==> config.mk <==
export PLATFORM = sky130hd
export DESIGN_NAME = ov7670_reg_sequencer_flat
export DESIGN_NICKNAME = d
export VERILOG_FILES = /design/src/rtl/ov7670_reg_sequencer_if.sv /design/src/rtl/ov7670_reg_sequencer.sv /design/src/flat_wrapper.sv
export SDC_FILE = /design/constraint.sdc
export NUM_CORES = 1
export LEC_CHECK = 0
export BUFFER_PORTS_ARGS = -buffer_cell sky130_fd_sc_hd__buf_2
export CELL_PAD_IN_SITES_DETAIL_PLACEMENT = 1
export CELL_PAD_IN_SITES_GLOBAL_PLACEMENT = 1
export CORE_MARGIN = 3
export CORE_UTILIZATION = 41
export CTS_BUF_LIST = sky130_fd_sc_hd__clkbuf_4
export CTS_CLUSTER_DIAMETER = 80
export CTS_CLUSTER_SIZE = 8
export DETAILED_ROUTE_END_ITERATION = 10
export HOLD_SLACK_MARGIN = 0.06
export PLACE_DENSITY_LB_ADDON = 0.1
export SYNTH_ARGS = -nofsm -noshare
export SYNTH_HDL_FRONTEND = slang
export SYNTH_SLANG_ARGS = --single-unit
==> constraint.sdc <==
create_clock -name clk50m -period 1.9 [get_ports clk50m]
set_input_delay 0.285 -clock clk50m [delete_from_list [all_inputs] [get_ports clk50m]]
set_output_delay 0.285 -clock clk50m [all_outputs]
set_load 0.01 [all_outputs]
==> src/rtl/ov7670_reg_sequencer_if.sv <==
// Link between the register sequencer and the SCCB write master.
// Handshake: the sequencer raises starter with a stable add_value; the
// master performs one register write and signals completion with a rising
// edge on send. add_value changes only after a send rising edge, and
// starter stays high for the whole table.
interface ov7670_reg_sequencer_if;
    logic        starter;
    logic [15:0] add_value;
    logic        send;

    modport master (
        output starter,
        output add_value,
        input  send
    );

    modport slave (
        input  starter,
        input  add_value,
        output send
    );
endinterface

==> src/rtl/ov7670_reg_sequencer.sv <==
// OV7670 register-table sequencer: waits a power-up interval after start,
// then feeds the SCCB write master one {addr, value} entry per completed
// write until the 16'hFFFF sentinel (or an index wrap) ends the table.
// Optional feature macro: OV7670_SEQ_WATCHDOG_EN adds a per-write timeout
// that moves the sequencer to ERR and raises err.
module ov7670_reg_sequencer #(
    parameter int PWRUP_CYCLES = 50000
`ifdef OV7670_SEQ_WATCHDOG_EN
    ,
    parameter int TIMEOUT_CYCLES = 20000000
`endif
) (
    input  logic                          clk50m,
    input  logic                          rst,
    input  logic                          start,
    ov7670_reg_sequencer_if.master        sccb,
    output logic                          finish,
    output logic                          busy,
    output logic [3:0]                    index,
    output logic                          err,
    output logic [2:0]                    state_dbg
);

    typedef enum logic [2:0] {
        IDLE  = 3'd0,
        PWRUP = 3'd1,
        FETCH = 3'd2,
        WRITE = 3'd3,
        DONE  = 3'd4,
        ERR   = 3'd5
    } state_t;

    localparam logic [31:0] PWRUP_LAST = 32'(PWRUP_CYCLES - 1);
    localparam logic [15:0] SENTINEL   = 16'hFFFF;

    state_t      state;
    state_t      next_state;
    logic        send_d;
    logic        send_rise;
    logic [31:0] pwr_cnt;
    logic [15:0] entry;
    logic        starter_q;
    logic [15:0] add_value_q;
    logic        finish_q;
    logic [3:0]  index_q;

`ifdef OV7670_SEQ_WATCHDOG_EN
    localparam logic [24:0] WD_LAST = 25'(TIMEOUT_CYCLES - 1);
    logic [24:0] wd_cnt;
    logic        err_q;
    assign err = err_q;
`else
    assign err = 1'b0;
`endif

    assign send_rise      = sccb.send & ~send_d;
    assign sccb.starter   = starter_q;
    assign sccb.add_value = add_value_q;
    assign finish         = finish_q;
    assign index          = index_q;

    // Configuration table ROM; slots after the sentinel read as sentinel.
    always_comb begin
        entry = SENTINEL;
        case (index_q)
            4'd0:    entry = 16'h1204;
            4'd1:    entry = 16'h1100;
            4'd2:    entry = 16'h0C00;
            4'd3:    entry = 16'h3E00;
            4'd4:    entry = 16'h8C00;
            4'd5:    entry = 16'h40D0;
            4'd6:    entry = 16'h3A04;
            default: entry = SENTINEL;
        endcase
    end

    // Delay register for the completion edge detector.
    always_ff @(posedge clk50m) begin
        if (rst) send_d <= 1'b0;
        else     send_d <= sccb.send;
    end

    // State register.
    always_ff @(posedge clk50m) begin
        if (rst) state <= IDLE;
        else     state <= next_state;
    end

    // Next-state logic; start is only honoured in the non-busy states.
    always_comb begin
        next_state = state;
        case (state)
            IDLE, DONE, ERR: if (start) next_state = PWRUP;
            PWRUP:           if (pwr_cnt == PWRUP_LAST) next_state = FETCH;
            FETCH:           next_state = (entry == SENTINEL) ? DONE : WRITE;
            WRITE: begin
                if (send_rise) next_state = (index_q == 4'd15) ? DONE : FETCH;
`ifdef OV7670_SEQ_WATCHDOG_EN
                else if (wd_cnt == WD_LAST) next_state = ERR;
`endif
            end
            default:         next_state = IDLE;
        endcase
    end

    // Registered outputs and counters, updated per current state.
    always_ff @(posedge clk50m) begin
        if (rst) begin
            starter_q   <= 1'b0;
            add_value_q <= 16'h0000;
            finish_q    <= 1'b0;
            index_q     <= 4'd0;
            pwr_cnt     <= 32'd0;
`ifdef OV7670_SEQ_WATCHDOG_EN
            wd_cnt      <= 25'd0;
            err_q       <= 1'b0;
`endif
        end else begin
            case (state)
                IDLE, DONE, ERR: begin
                    if (start) begin
                        pwr_cnt  <= 32'd0;
                        index_q  <= 4'd0;
                        finish_q <= 1'b0;
`ifdef OV7670_SEQ_WATCHDOG_EN
                        err_q    <= 1'b0;
`endif
                    end
                end
                PWRUP: pwr_cnt <= pwr_cnt + 32'd1;
                FETCH: begin
                    add_value_q <= entry;
`ifdef OV7670_SEQ_WATCHDOG_EN
                    wd_cnt      <= 25'd0;
`endif
                    if (entry == SENTINEL) begin
                        starter_q <= 1'b0;
                        finish_q  <= 1'b1;
                    end else begin
                        starter_q <= 1'b1;
                    end
                end
                WRITE: begin
                    if (send_rise) begin
                        index_q <= index_q + 4'd1;
                        // Wrapping past the last slot ends the table.
                        if (index_q == 4'd15) begin
                            starter_q <= 1'b0;
                            finish_q  <= 1'b1;
                        end
                    end
`ifdef OV7670_SEQ_WATCHDOG_EN
                    else if (wd_cnt == WD_LAST) begin
                        starter_q <= 1'b0;
                        err_q     <= 1'b1;
                    end
                    wd_cnt <= wd_cnt + 25'd1;
`endif
                end
                default: ;
            endcase
        end
    end

    // Status outputs derived from the current state.
    always_comb begin
        busy      = !(state == IDLE || state == DONE || state == ERR);
        state_dbg = state;
    end

endmodule

==> src/flat_wrapper.sv <==
// flat-port wrapper written by rule: the top's interface ports become plain ports
module ov7670_reg_sequencer_flat 
#(
    parameter int PWRUP_CYCLES = 50000

)
  (clk50m, rst, start, finish, busy, index, err, state_dbg, sccb_starter, sccb_add_value, sccb_send);
  ov7670_reg_sequencer_if sccb_i ();
  input  logic clk50m;
  input  logic rst;
  input  logic start;
  output logic finish;
  output logic busy;
  output logic [3:0] index;
  output logic err;
  output logic [2:0] state_dbg;
  output wire logic [$bits(sccb_i.starter)-1:0] sccb_starter;
  output wire logic [$bits(sccb_i.add_value)-1:0] sccb_add_value;
  input wire logic [$bits(sccb_i.send)-1:0] sccb_send;
  assign sccb_starter = sccb_i.starter;
  assign sccb_add_value = sccb_i.add_value;
  assign sccb_i.send = sccb_send;
  ov7670_reg_sequencer #(.PWRUP_CYCLES(PWRUP_CYCLES)) u_core (.clk50m(clk50m), .rst(rst), .start(start), .sccb(sccb_i), .finish(finish), .busy(busy), .index(index), .err(err), .state_dbg(state_dbg));
endmodule
* After elaboration in Yosys (flattened, before gate mapping)
Index checks and enable logic that the tools add are counted.
** Word-level totals
- Bits of input ports :: 4
- Bits in registers :: 58
- Logic and storage cells :: 66
** Operators by class
- Reductions and logical operators :: 15
- Bitwise logic cells :: 2
- Add/subtract/negate cells :: 2
- Mux-type cells :: 21
- Equal/unequal tests :: 19
** Operators with widths (count)
- 16-bit case mux with 7 select lines :: 1
- 32-bit case mux with 2 select lines :: 1
- 32-bit by 1-bit adder with 32-bit output (second input constant) :: 1
- 32-bit by 16-bit equality test with 1-bit output (second input constant) :: 1
- 32-bit two-way mux :: 1
- 16-bit equality test (second input constant) :: 1
- 3-bit two-way mux :: 5
- 4-bit by 3-bit equality test with 1-bit output (second input constant) :: 3
- 3-bit case mux with 4 select lines :: 1
- 3-bit AND reduction :: 3
- 4-bit by 2-bit equality test with 1-bit output (second input constant) :: 2
- 4-bit two-way mux :: 2
- 2-bit by 1-bit inequality test with 1-bit output (second input constant) :: 4
- 4-bit case mux with 2 select lines :: 1
- 1-bit two-way mux :: 7
- 3-bit by 2-bit equality test with 1-bit output (second input constant) :: 2
- 3-bit equality test (second input constant) :: 2
- 2-bit nonzero test :: 3
- 5-bit AND reduction :: 1
- 4-bit by 1-bit adder with 4-bit output (second input constant) :: 1
- 4-bit by 1-bit equality test with 1-bit output (second input constant) :: 1
- 4-bit equality test (second input constant) :: 1
- 4-bit logical NOT :: 1
- 3-bit by 1-bit equality test with 1-bit output (second input constant) :: 1
- 11 further kinds :: 12

* Longest topological paths before layout
Gate-level depths: netlist of the first run.
- Word-level depth :: 5
- Mapped depth :: 7
- Gate-level depth less buffers :: 7

* Worst setup path before layout of the first run
No wires, ideal clock.
- Kind :: register -> register
- From :: reg u_core.state[0] (netlist: u_core.state_dbg[0])
- To :: reg u_core.pwr_cnt[7]
- Clock period less this slack :: 2.021 ns
- Arrival :: 1.956 ns
- Buffers on the path :: 2
- Required time :: 1.835 ns
- Cell stages (with the launch flop) :: 8
- Slack :: -0.121 ns
- Cell sequence :: dfxtp_1 buf_4 or3b_1 buf_2 nor3_2 and3_1 mux2_2 nor2_1
** Between the ends
- Word-level cells in the longest chain between the ends :: 4
- Elaborated cells on any way between the ends :: 9
- Those cells by class :: eq/ne: 4; mux: 1; reduce/logical: 4
** Ends and longest elaborated chain
- from (decl) :: line ov7670_reg_sequencer.sv:36 : state_t state;
- from (signal assigned) :: line ov7670_reg_sequencer.sv:86 : else state <= next_state;
- 3-bit equality test / 3-bit logical NOT (equally long branches) :: line ov7670_reg_sequencer.sv:119 : case (state)
- 3-bit OR reduction :: line ov7670_reg_sequencer.sv:119
- 2-bit inequality test (no source line) / 2-bit nonzero test (equally long branches)
- 2-bit AND reduction (no source line)
- to (signal assigned) :: line ov7670_reg_sequencer.sv:130 : PWRUP: pwr_cnt <= pwr_cnt + 32'd1;
- to (decl) :: line ov7670_reg_sequencer.sv:40 : logic [31:0] pwr_cnt;
Parallel ways exist; a longest one is shown, timed or not.
A chain may end at the register's enable or synchronous reset.

* Worst setup path in the final report of the first run
- From :: reg u_core.index_q[0] (netlist: u_core.index[0])
- To :: reg u_core.state[2] (netlist: u_core.state_dbg[2])
** Between the ends
- Word-level cells in the longest chain between the ends :: 5
- Elaborated cells on any way between the ends :: 14
- Those cells by class :: eq/ne: 8; mux: 5; reduce/logical: 1
** Ends and longest elaborated chain
- from (decl) :: line ov7670_reg_sequencer.sv:45 : logic [3:0] index_q;
- from (signal assigned) :: line ov7670_reg_sequencer.sv:145 : index_q <= index_q + 4'd1;
- 4-bit by 3-bit equality test with 1-bit output, or another cell as far along :: line ov7670_reg_sequencer.sv:65 : case (index_q)
- 16-bit case mux with 7 select lines :: line ov7670_reg_sequencer.sv:65
- 16-bit equality test :: line ov7670_reg_sequencer.sv:95 : FETCH: next_state = (entry == SENTINEL) ? DONE : WRITE;
- 3-bit two-way mux :: line ov7670_reg_sequencer.sv:95
- 3-bit case mux with 4 select lines (*) :: line ov7670_reg_sequencer.sv:92 : case (state)
Every way passes the cells marked *; elsewhere a longest branch is shown, timed or not. The select of a mux whose other input is x is not followed.

==> flow_metrics.env, run 1 <==
export IMPL_synth_seq_area_share_pct=37.7
export IMPL_diodes=0
export IMPL_worstSkewPairLatency_ns=0.37
export IMPL_holdWs_ns=0.193
export IMPL_syn_nets=354
export IMPL_drt_pass1_iterations=4
export IMPL_drt_iter0_drc=107
export IMPL_drive_above_1_share_pct=29.4
export IMPL_synth_top_family_by_area="simple AND/OR/NAND/NOR gates"
export IMPL_wl_per_cell_um=17.1
export IMPL_cp_required_ns=2.19
export IMPL_h_tree_depth=2
export IMPL_setup_violations=0
export IMPL_cts_tree="done"
export IMPL_p_leak_nw=1.28
export IMPL_fp_dieArea_um2=7750
export IMPL_yosysTopAreaCell="dfxtp_1"
export IMPL_worstPathArrival_ns=2.09
export IMPL_fin_cells=471
export IMPL_fin_skew_ns=0.0109
export IMPL_synth_cell_area_um2=2760
export IMPL_syn_inst=345
export IMPL_synth_main_ff_cell="dfxtp_1"
export IMPL_path_max_fanout=6
export IMPL_drtAntennaViolNets=0
export IMPL_synth_warnings=0
export IMPL_synth_most_common_cell="dfxtp_1"
export IMPL_clk_path_buf_depth=2
export IMPL_die_y_um=88.0
export IMPL_clock_sinks=52
export IMPL_route_detailed_drc=0
export IMPL_final_area_um2=3360
export IMPL_antenna_found_initial=0
export IMPL_ir_drop_mv=0.310
export IMPL_io_buffers=29
export IMPL_setup_worst_path_start_class="flip-flop"
export IMPL_synth_edf_count=0
export IMPL_grt_first_pass_wirelength_mm=13.6
export IMPL_status="finished, final reports clean"
export IMPL_start_util_pct=42.9
export IMPL_grt_overflow_total=0
export IMPL_syn_to_final_growth_pct=21.7
export IMPL_cts_made_buffers=5
export IMPL_grt_max_degree=21
export IMPL_dpl_instance_area_um2=3150
export IMPL_synthArstFlopShare_pct=0
export IMPL_hpwl_mm=5.95
export IMPL_synth_mux_area_fraction_pct=5.58
export IMPL_route_vias_total=2705
export IMPL_avgSynthCellArea_um2=7.99
export IMPL_cts_root_buf="clkbuf_4"
export IMPL_pwr_density_cell_nw_per_um2=768
export IMPL_gp_congestion=0.857
export IMPL_synth_commonest_cells="dfxtp_1 (52), nor2_1 (51), nand2_1 (32)"
export IMPL_slew_violations=0
export IMPL_drt_total_wl_mm=8.04
export IMPL_yosys_area_share_simple_pct=34.3
export IMPL_fmaxAchievable_mhz=557
export IMPL_synth_compound_area_share_pct=13.8
export IMPL_pin_count=31
export IMPL_vias_per_cell=5.74
export IMPL_hold_viol_final=0
export IMPL_hold_path_class="input port to flip-flop"
export IMPL_nets=402
export IMPL_crit_path_end_kind="flip-flop"
export IMPL_cap_violations=0
export IMPL_cts_clk_slew_worst_paths_ns=0.15
export IMPL_synthAdderAreaFrac_pct=2.27
export IMPL_yosys_register_bits=52
export IMPL_cts_hold_buf=0
export IMPL_dp_cells=463
export IMPL_die_w_um=88.0
export IMPL_yosysTopAreaCellShare_pct=37.7
export IMPL_period_needed_ns=1.80
export IMPL_finalCritPeriodShare_pct=94.5
export IMPL_synth_xor_area_share_pct=0.635
export IMPL_synth_area_top_cells="dfxtp_1 (38%), nor2_1 (6.9%), mux2_2 (4.5%)"
export IMPL_rows=29
export IMPL_rsz0062_at_grt="yes"
export IMPL_grt_usage_pct=22.2
export IMPL_critPathKind="flip-flop to flip-flop"
export IMPL_core_area_um2=6420
export IMPL_grt_pass1_vias=2741
export IMPL_synth_cell_types=51
[power by group]
part | switching (mW) | leakage [nW] | internal (mW)
logic | 0.445 | 0.809 | 0.299
registers | 0.0345 | 0.426 | 1.15
clock network | 0.358 | 0.0456 | 0.291
[cells by family after synthesis]
kind of cell / Yosys count
mux: 14
buf+inv: 30
fa+ha+maj: 5
simple gates: 183
xor+xnor: 2
compound gates: 58
flops: 52
other cells: 1
[sequential cells by signal, indices dropped and copies added (netlist names)]
name / cells
u_core.pwr_cnt: 32
u_core.sccb.add_value: 10
u_core.index: 4
u_core.state_dbg: 3
u_core.finish: 1
u_core.sccb.starter: 1
u_core.send_d: 1
[final cells by class]
cell class                 instances  area, µm²
tap                               77       96.3
sequential                        52       1060
multi-input combinational        263       1680
inverter                           9       33.8
timing repair buffer              62        409
fill                             804       3070
clock buffer                       6       45.0
clock inverter                     2       35.0
[per-layer routing]
metal	vias to the layer above	part of all wire [%]	GRT usage (%)
met5	-	0	0
met4	0	1.2	5.08
met3	7	3.1	3.29
met2	33	46	36.2
met1	1324	49	30.9
li1	1341	-	-
[path summary, 6_finish.rpt]
check	start	to	slack [ns]	cells after the start
min	sccb_send	u_core.send_d	0.19	2
min reg2reg	u_core.pwr_cnt[31]	u_core.pwr_cnt[31]	0.48	1
max	u_core.index[0]	u_core.state_dbg[2]	0.10	7
max reg2reg	u_core.index[0]	u_core.state_dbg[2]	0.10	7
[repair_timing]
action / 4_1_cts / 5_1_grt
cloned: 0 / 0
setup buffers: 0 / 0
pin swaps: 1 / 6
resized for setup: 6 / 28
endpoints found under the setup margin: 9 / 11
[critical path: stages, from the launching register on]
cell,delay (ns)
dfxtp_2,0.41
inv_1,0.10
ha_2,0.26
nor3_4,0.25
a22o_1,0.17
a2bb2oi_1,0.06
or3_1,0.31
o21ai_0,0.17
[cell usage in the layout (no fill, tap or decap), types with 5 or more instances in the layout]
cell | netlist | layout
o31ai_1 | 6 | 6
dfxtp_2 | 0 | 11
nand2b_1 | 5 | 5
nand2_1 | 32 | 31
mux2_2 | 11 | 11
o21ai_0 | 12 | 12
nor2_1 | 51 | 51
nor3_1 | 9 | 6
nand3_1 | 22 | 21
inv_1 | 9 | 9
and3_1 | 6 | 5
buf_2 | 1 | 29
dfxtp_1 | 52 | 40
clkbuf_4 | 0 | 6
or3_1 | 6 | 6
nor4_1 | 10 | 6
nand4_1 | 16 | 16
a211oi_1 | 8 | 8
a21oi_1 | 15 | 15
buf_4 | 8 | 31
[through the flow]
stage / worst slack, ns / setup TNS, ns / util, % / power, mW
floorplan: -0.0737 / -0.0737 / - / 1.65
global placement: 0.00940 / 0 / 49.1 / 1.91
detailed placement: -0.0889 / -0.275 / 49.1 / 1.93
CTS: 0.000122 / 0 / 50.6 / 2.60
global route: -0.00118 / -0.00118 / 52.3 / 2.75
finish: 0.104 / 0 / 52.3 / 2.58
Power figures use the tool's default switching activity.
==> run 2, diff against run 1 <==
--- a/config.mk
+++ b/config.mk
@@ -5,13 +5,12 @@
 export SDC_FILE = /design/constraint.sdc
 export NUM_CORES = 1
 export LEC_CHECK = 0
-export BUFFER_PORTS_ARGS = -buffer_cell sky130_fd_sc_hd__buf_2
+export BUFFER_PORTS_ARGS = -buffer_cell sky130_fd_sc_hd__clkbuf_2
 export CELL_PAD_IN_SITES_DETAIL_PLACEMENT = 1
 export CELL_PAD_IN_SITES_GLOBAL_PLACEMENT = 1
 export CORE_MARGIN = 3
 export CORE_UTILIZATION = 41
 export CTS_BUF_LIST = sky130_fd_sc_hd__clkbuf_4
-export CTS_CLUSTER_DIAMETER = 80
 export CTS_CLUSTER_SIZE = 8
 export DETAILED_ROUTE_END_ITERATION = 10
 export HOLD_SLACK_MARGIN = 0.06
==> flow_metrics.env, run 2 (synthesis gave the netlist of run 1 again) <==
export IMPL_grt_usage_pct=21.3
export IMPL_setup_violations=0
export IMPL_pwr_share_clk_pct=19.6
export IMPL_antenna_found_initial=0
export IMPL_final_common_cell="nor2_1"
export IMPL_pwr_share_comb_pct=30.7
export IMPL_clk_path_buf_depth=2
export IMPL_core_area_um2=6420
export IMPL_drt_total_wl_mm=8.05
export IMPL_hold_path_class="input port to flip-flop"
export IMPL_h_tree_depth=2
export IMPL_fin_ws_ns=0.0329
export IMPL_dp_cells=466
export IMPL_grt_max_degree=22
export IMPL_fin_cells=473
export IMPL_die_y_um=88.0
export IMPL_path_max_fanout=4
export IMPL_crit_path_end_kind="flip-flop"
export IMPL_r2r_end="u_core.pwr_cnt[18]"
export IMPL_die_w_um=88.0
export IMPL_drive_above_1_share_pct=28.3
export IMPL_status="finished, final reports clean"
export IMPL_grt_first_pass_wirelength_mm=13.2
export IMPL_min_path_cells=2
export IMPL_drt_iter0_drc=137
export IMPL_largest_register_ffs=32
export IMPL_critPathKind="flip-flop to flip-flop"
export IMPL_cts_made_buffers=5
export IMPL_p_leak_nw=1.25
export IMPL_pwr_share_seq_pct=49.7
export IMPL_top_layer="met4"
export IMPL_worstPathArrival_ns=2.18
export IMPL_period_needed_ns=1.87
export IMPL_pre_cts_ws_ns=-0.0971
export IMPL_r2r_start="u_core.state_dbg[2]"
export IMPL_rows=29
export IMPL_dpl_instance_area_um2=3160
export IMPL_syn_to_final_growth_pct=21.5
export IMPL_cts_root_buf="clkbuf_4"
export IMPL_drtAntennaViolNets=0
export IMPL_switching_power_uw=819
export IMPL_vias_per_cell=5.86
export IMPL_intPower_mw=1.56
export IMPL_worst_hold_path_endpoint="u_core.send_d"
export IMPL_final_area_um2=3350
export IMPL_pwr_density_cell_nw_per_um2=709
export IMPL_cts_tree="done"
export IMPL_grt_overflow_total=0
export IMPL_nets=407
export IMPL_drt_pass1_iterations=4
export IMPL_pin_count=31
export IMPL_cp_required_ns=2.21
export IMPL_io_buffers=29
export IMPL_fmaxAchievable_mhz=536
export IMPL_dr_wl_met2_mm=3.59
export IMPL_fin_skew_ns=0.0104
export IMPL_wl_met1_mm=4.14
export IMPL_slew_violations=0
export IMPL_power_share_switching_pct=34.5
export IMPL_clock_sinks=52
export IMPL_max_flop_register="u_core.pwr_cnt"
export IMPL_rr_worst_depth=6
export IMPL_min_delay_start="sccb_send"
export IMPL_start_util_pct=42.9
export IMPL_gp_congestion=0.836
export IMPL_rsz0062_at_grt="yes"
export IMPL_hold_viol_final=0
export IMPL_route_detailed_drc=0
export IMPL_r2r_slack_ns=0.03
export IMPL_route_vias_total=2770
export IMPL_hpwl_mm=5.76
export IMPL_fp_dieArea_um2=7750
export IMPL_worstSkewPairLatency_ns=0.37
export IMPL_grt_pass1_vias=2643
export IMPL_wl_met3_um=243
export IMPL_setup_worst_path_start_class="flip-flop"
export IMPL_final_cell_mix="nor2_1 (50), dfxtp_1 (46), buf_4 (36)"
export IMPL_wl_per_cell_um=17.0
export IMPL_cts_clk_slew_worst_paths_ns=0.14
export IMPL_diodes=0
export IMPL_ir_drop_mv=0.281
export IMPL_finalCritPeriodShare_pct=98.3
export IMPL_cap_violations=0
==> run 2: cell types whose count changed in the layout (fill, tap and decap cells not counted), moves of 2 or more <==
cell      change
nand3_1       -2
dfxtp_2       -6
nor4_1        +2
buf_4         +5
o311ai_1      -2
dfxtp_1       +6
clkbuf_2     +29
buf_2        -29
nor4_2        -2
==> run 2: worst max-delay path: stages, from the launching register on <==
cell and delay [ns]:
dfxtp_2 0.35, or3b_4 0.44, nor4_4 0.37, buf_6 0.18, nand3_1 0.09, mux2_2 0.29
nor2_1 0.07
==> run 2: metal layers <==
metal | vias to the layer above | global-route usage (%)
met4 | 0 | 4.81
met3 | 6 | 3.29
li1 | 1354 | -
met5 | - | 0
met2 | 46 | 32.1
met1 | 1364 | 31.9
==> run 2: final cells by class <==
cell class	instances	area, µm²
clock buffer	5	37.5
fill	815	3070
inverter	9	33.8
multi-input combinational	263	1690
sequential	52	1050
tap	77	96.3
timing repair buffer	67	447
==> run 2: power groups by stage <==
stage	Sequential, mW	Combinational [mW]	Clock [mW]
after floorplan	1.23	0.417	0
after global placement	1.20	0.685	0
after detailed placement	1.21	0.698	0
after CTS	1.18	0.701	0.487
after global routing	1.19	0.822	0.537
final	1.18	0.730	0.466
==> run 2: worst max path at each step <==
| stage | startpoint | endpoint | slack (ns) | cells past startpoint |
|---|---|---|---|---|
| 6_report | u_core.state_dbg[2] | u_core.pwr_cnt[18] | 0.03 | 6 |
| 5_1_grt | u_core.state_dbg[2] | u_core.pwr_cnt[18] | -0.04 | 6 |
| 4_1_cts | u_core.index[0] | u_core.state_dbg[2] | 0.02 | 7 |
| 3_5_place_dp | u_core.index[0] | u_core.finish | -0.1 | 6 |
| 3_3_place_gp | u_core.index[0] | u_core.finish | -0.0001 | 6 |
| 2_1_floorplan | u_core.state_dbg[1] | u_core.pwr_cnt[20] | -0.07 | 7 |
==> run 2: stage by stage <==
step | hold slack (ns) | power, mW | setup TNS, ns | utilization [%]
2_1_floorplan | 0.413 | 1.65 | -0.0737 | -
3_3_place_gp | 0.453 | 1.89 | -0.000110 | 49.2
3_5_place_dp | 0.454 | 1.90 | -0.242 | 49.2
4_1_cts | 0.162 | 2.37 | 0 | 50.0
5_1_grt | 0.144 | 2.55 | -0.150 | 52.2
6_report | 0.170 | 2.38 | 0 | 52.2
==> run 2: timing repair <==
item                                    4_1_cts  5_1_grt
endpoints found under the setup margin        5       22
pin swaps                                     0        9
hold buffers                                  0        0
setup buffers                                 0        2
gates resized for setup                       2       26
==> run 3, diff against run 2 <==
--- a/config.mk
+++ b/config.mk
@@ -9,8 +9,8 @@
 export CELL_PAD_IN_SITES_DETAIL_PLACEMENT = 1
 export CELL_PAD_IN_SITES_GLOBAL_PLACEMENT = 1
 export CORE_MARGIN = 3
-export CORE_UTILIZATION = 41
-export CTS_BUF_LIST = sky130_fd_sc_hd__clkbuf_4
+export CORE_UTILIZATION = 39
+export CTS_BUF_LIST = sky130_fd_sc_hd__clkbuf_8 sky130_fd_sc_hd__clkbuf_16
 export CTS_CLUSTER_SIZE = 8
 export DETAILED_ROUTE_END_ITERATION = 10
 export HOLD_SLACK_MARGIN = 0.06
==> flow_metrics.env, run 3 (synthesis gave the netlist of run 1 again) <==
export IMPL_antenna_found_initial=0
export IMPL_grt_first_pass_wirelength_mm=13.2
export IMPL_grt_max_degree=21
export IMPL_worst_path_max_delay_cell="dfxtp_2"
export IMPL_final_common_cell="nor2_1"
export IMPL_cts_root_buf="clkbuf_8"
export IMPL_cts_hold_buf=0
export IMPL_rsz0062_at_grt="yes"
export IMPL_dp_cells=486
export IMPL_r2r_end="u_core.pwr_cnt[12]"
export IMPL_drt_total_wl_mm=8.06
export IMPL_gp_congestion=0.819
export IMPL_ir_drop_mv=0.416
export IMPL_cap_violations=0
export IMPL_rr_worst_depth=8
export IMPL_holdWs_ns=0.206
export IMPL_setup_worst_path_start_class="flip-flop"
export IMPL_clk_path_buf_depth=2
export IMPL_hpwl_mm=5.92
export IMPL_drt_iter0_drc=59
export IMPL_fp_dieArea_um2=8120
export IMPL_p_leak_nw=1.32
export IMPL_crit_path_end_kind="flip-flop"
export IMPL_largest_register_ffs=32
export IMPL_route_detailed_drc=0
export IMPL_critPathCapture="u_core.pwr_cnt[12]"
export IMPL_fmaxAchievable_mhz=556
export IMPL_fin_skew_ns=0.0124
export IMPL_path_common_cell="buf_4"
export IMPL_max_flop_register="u_core.pwr_cnt"
export IMPL_wl_per_cell_um=16.2
export IMPL_grt_pass1_vias=2731
export IMPL_drtAntennaViolNets=0
export IMPL_route_vias_total=2774
export IMPL_worstSkewPairLatency_ns=0.32
export IMPL_die_w_um=90.1
export IMPL_fin_util_pct=50.6
export IMPL_layout_area_seq_um2=1060
export IMPL_status="finished, final reports clean"
export IMPL_pre_cts_ws_ns=-0.0971
export IMPL_cts_made_buffers=5
export IMPL_setup_violations=0
export IMPL_die_y_um=90.1
export IMPL_pin_count=31
export IMPL_vias_per_cell=5.57
export IMPL_core_area_um2=6830
export IMPL_final_cell_mix="nor2_1 (51), buf_4 (41), dfxtp_1 (41)"
export IMPL_diodes=0
export IMPL_grt_overflow_total=0
export IMPL_worstPathArrival_ns=2.05
export IMPL_max_stage_delay_ns=0.37
export IMPL_finalCritPeriodShare_pct=94.7
export IMPL_fillers=881
export IMPL_h_tree_depth=2
export IMPL_crit_family="simple AND/OR/NAND/NOR gates"
export IMPL_min_delay_start="sccb_send"
export IMPL_fin_ws_ns=0.101
export IMPL_cts_clk_slew_worst_paths_ns=0.10
export IMPL_start_util_pct=40.4
export IMPL_period_needed_ns=1.80
export IMPL_pwr_density_cell_nw_per_um2=787
export IMPL_path_max_fanout=7
export IMPL_cp_required_ns=2.15
export IMPL_multi_input_area_um2=1670
export IMPL_hold_viol_final=0
export IMPL_nets=410
export IMPL_io_buffers=29
export IMPL_grt_usage_pct=19.6
export IMPL_crit_start="u_core.pwr_cnt[0]"
export IMPL_critPathKind="flip-flop to flip-flop"
export IMPL_r2r_start="u_core.pwr_cnt[0]"
export IMPL_hold_path_class="input port to flip-flop"
export IMPL_slew_violations=0
export IMPL_clock_sinks=52
export IMPL_syn_to_final_growth_pct=25.4
export IMPL_drt_pass1_iterations=4
export IMPL_r2r_slack_ns=0.10
export IMPL_cp_depth=8
export IMPL_path_cells="ha_4, nand4_1, nor4_4, buf_4, buf_4, nand3_1, mux2_2, nor2_1"
export IMPL_drive_above_1_share_pct=30.3
export IMPL_critPathBufInv=2
export IMPL_cts_tree="done"
export IMPL_fin_cells=498
export IMPL_rows=30
export IMPL_fin_total_pwr_mw=2.72
## run 3: changes by cell type in the layout (fill, tap and decap cells not counted), sizes merged
cell / change
clkinv: +1
buf: +3
bufinv: +1
clkbuf: +1
## run 3: repair_timing
item | in CTS | in global routing
endpoints found under the hold margin | 0 | 0
cloned | 0 | 0
pin swaps | 1 | 6
resized for setup | 4 | 26
setup buffers | 1 | 3
endpoints found under the setup margin | 5 | 16
## run 3: layer usage
layer,part of all wire (%),vias up,global-route usage (%)
met3,2.7,13,3.51
met5,0,-,0
met4,2.1,0,7.65
li1,-,1358,-
met1,46,1361,25.0
met2,49,42,33.0
## run 3: stage by stage
step	setup TNS, ns	area (µm²)
global route	-0.110	3460
CTS	0	3340
detailed placement	-0.244	3190
floorplan	-0.0737	2780
global placement	0	3190
finish	0	3460
## run 3: layout make-up
type	count	area share [%]
clock inverters	2	1.12
clock buffers	6	2.39
repair buffers	70	13.1
flip-flops and latches	52	30.7
well taps	96	3.47
multi-input cells	263	48.3
inverters	9	0.977
## run 3: worst min path at each step
stage | endpoint | cells after the start | slack [ns]
floorplan | u_core.send_d | 1 | 0.41
global placement | u_core.pwr_cnt[31] | 1 | 0.45
detailed placement | u_core.pwr_cnt[31] | 1 | 0.46
CTS | u_core.send_d | 2 | 0.20
global route | u_core.send_d | 2 | 0.20
finish | u_core.send_d | 2 | 0.21
## run 3: power breakdown
part	total (mW)	switching (mW)	internal, mW
Combinational	0.714	0.430	0.284
Sequential	1.18	0.0340	1.15
Clock	0.826	0.395	0.431
Total	2.72	0.859	1.86
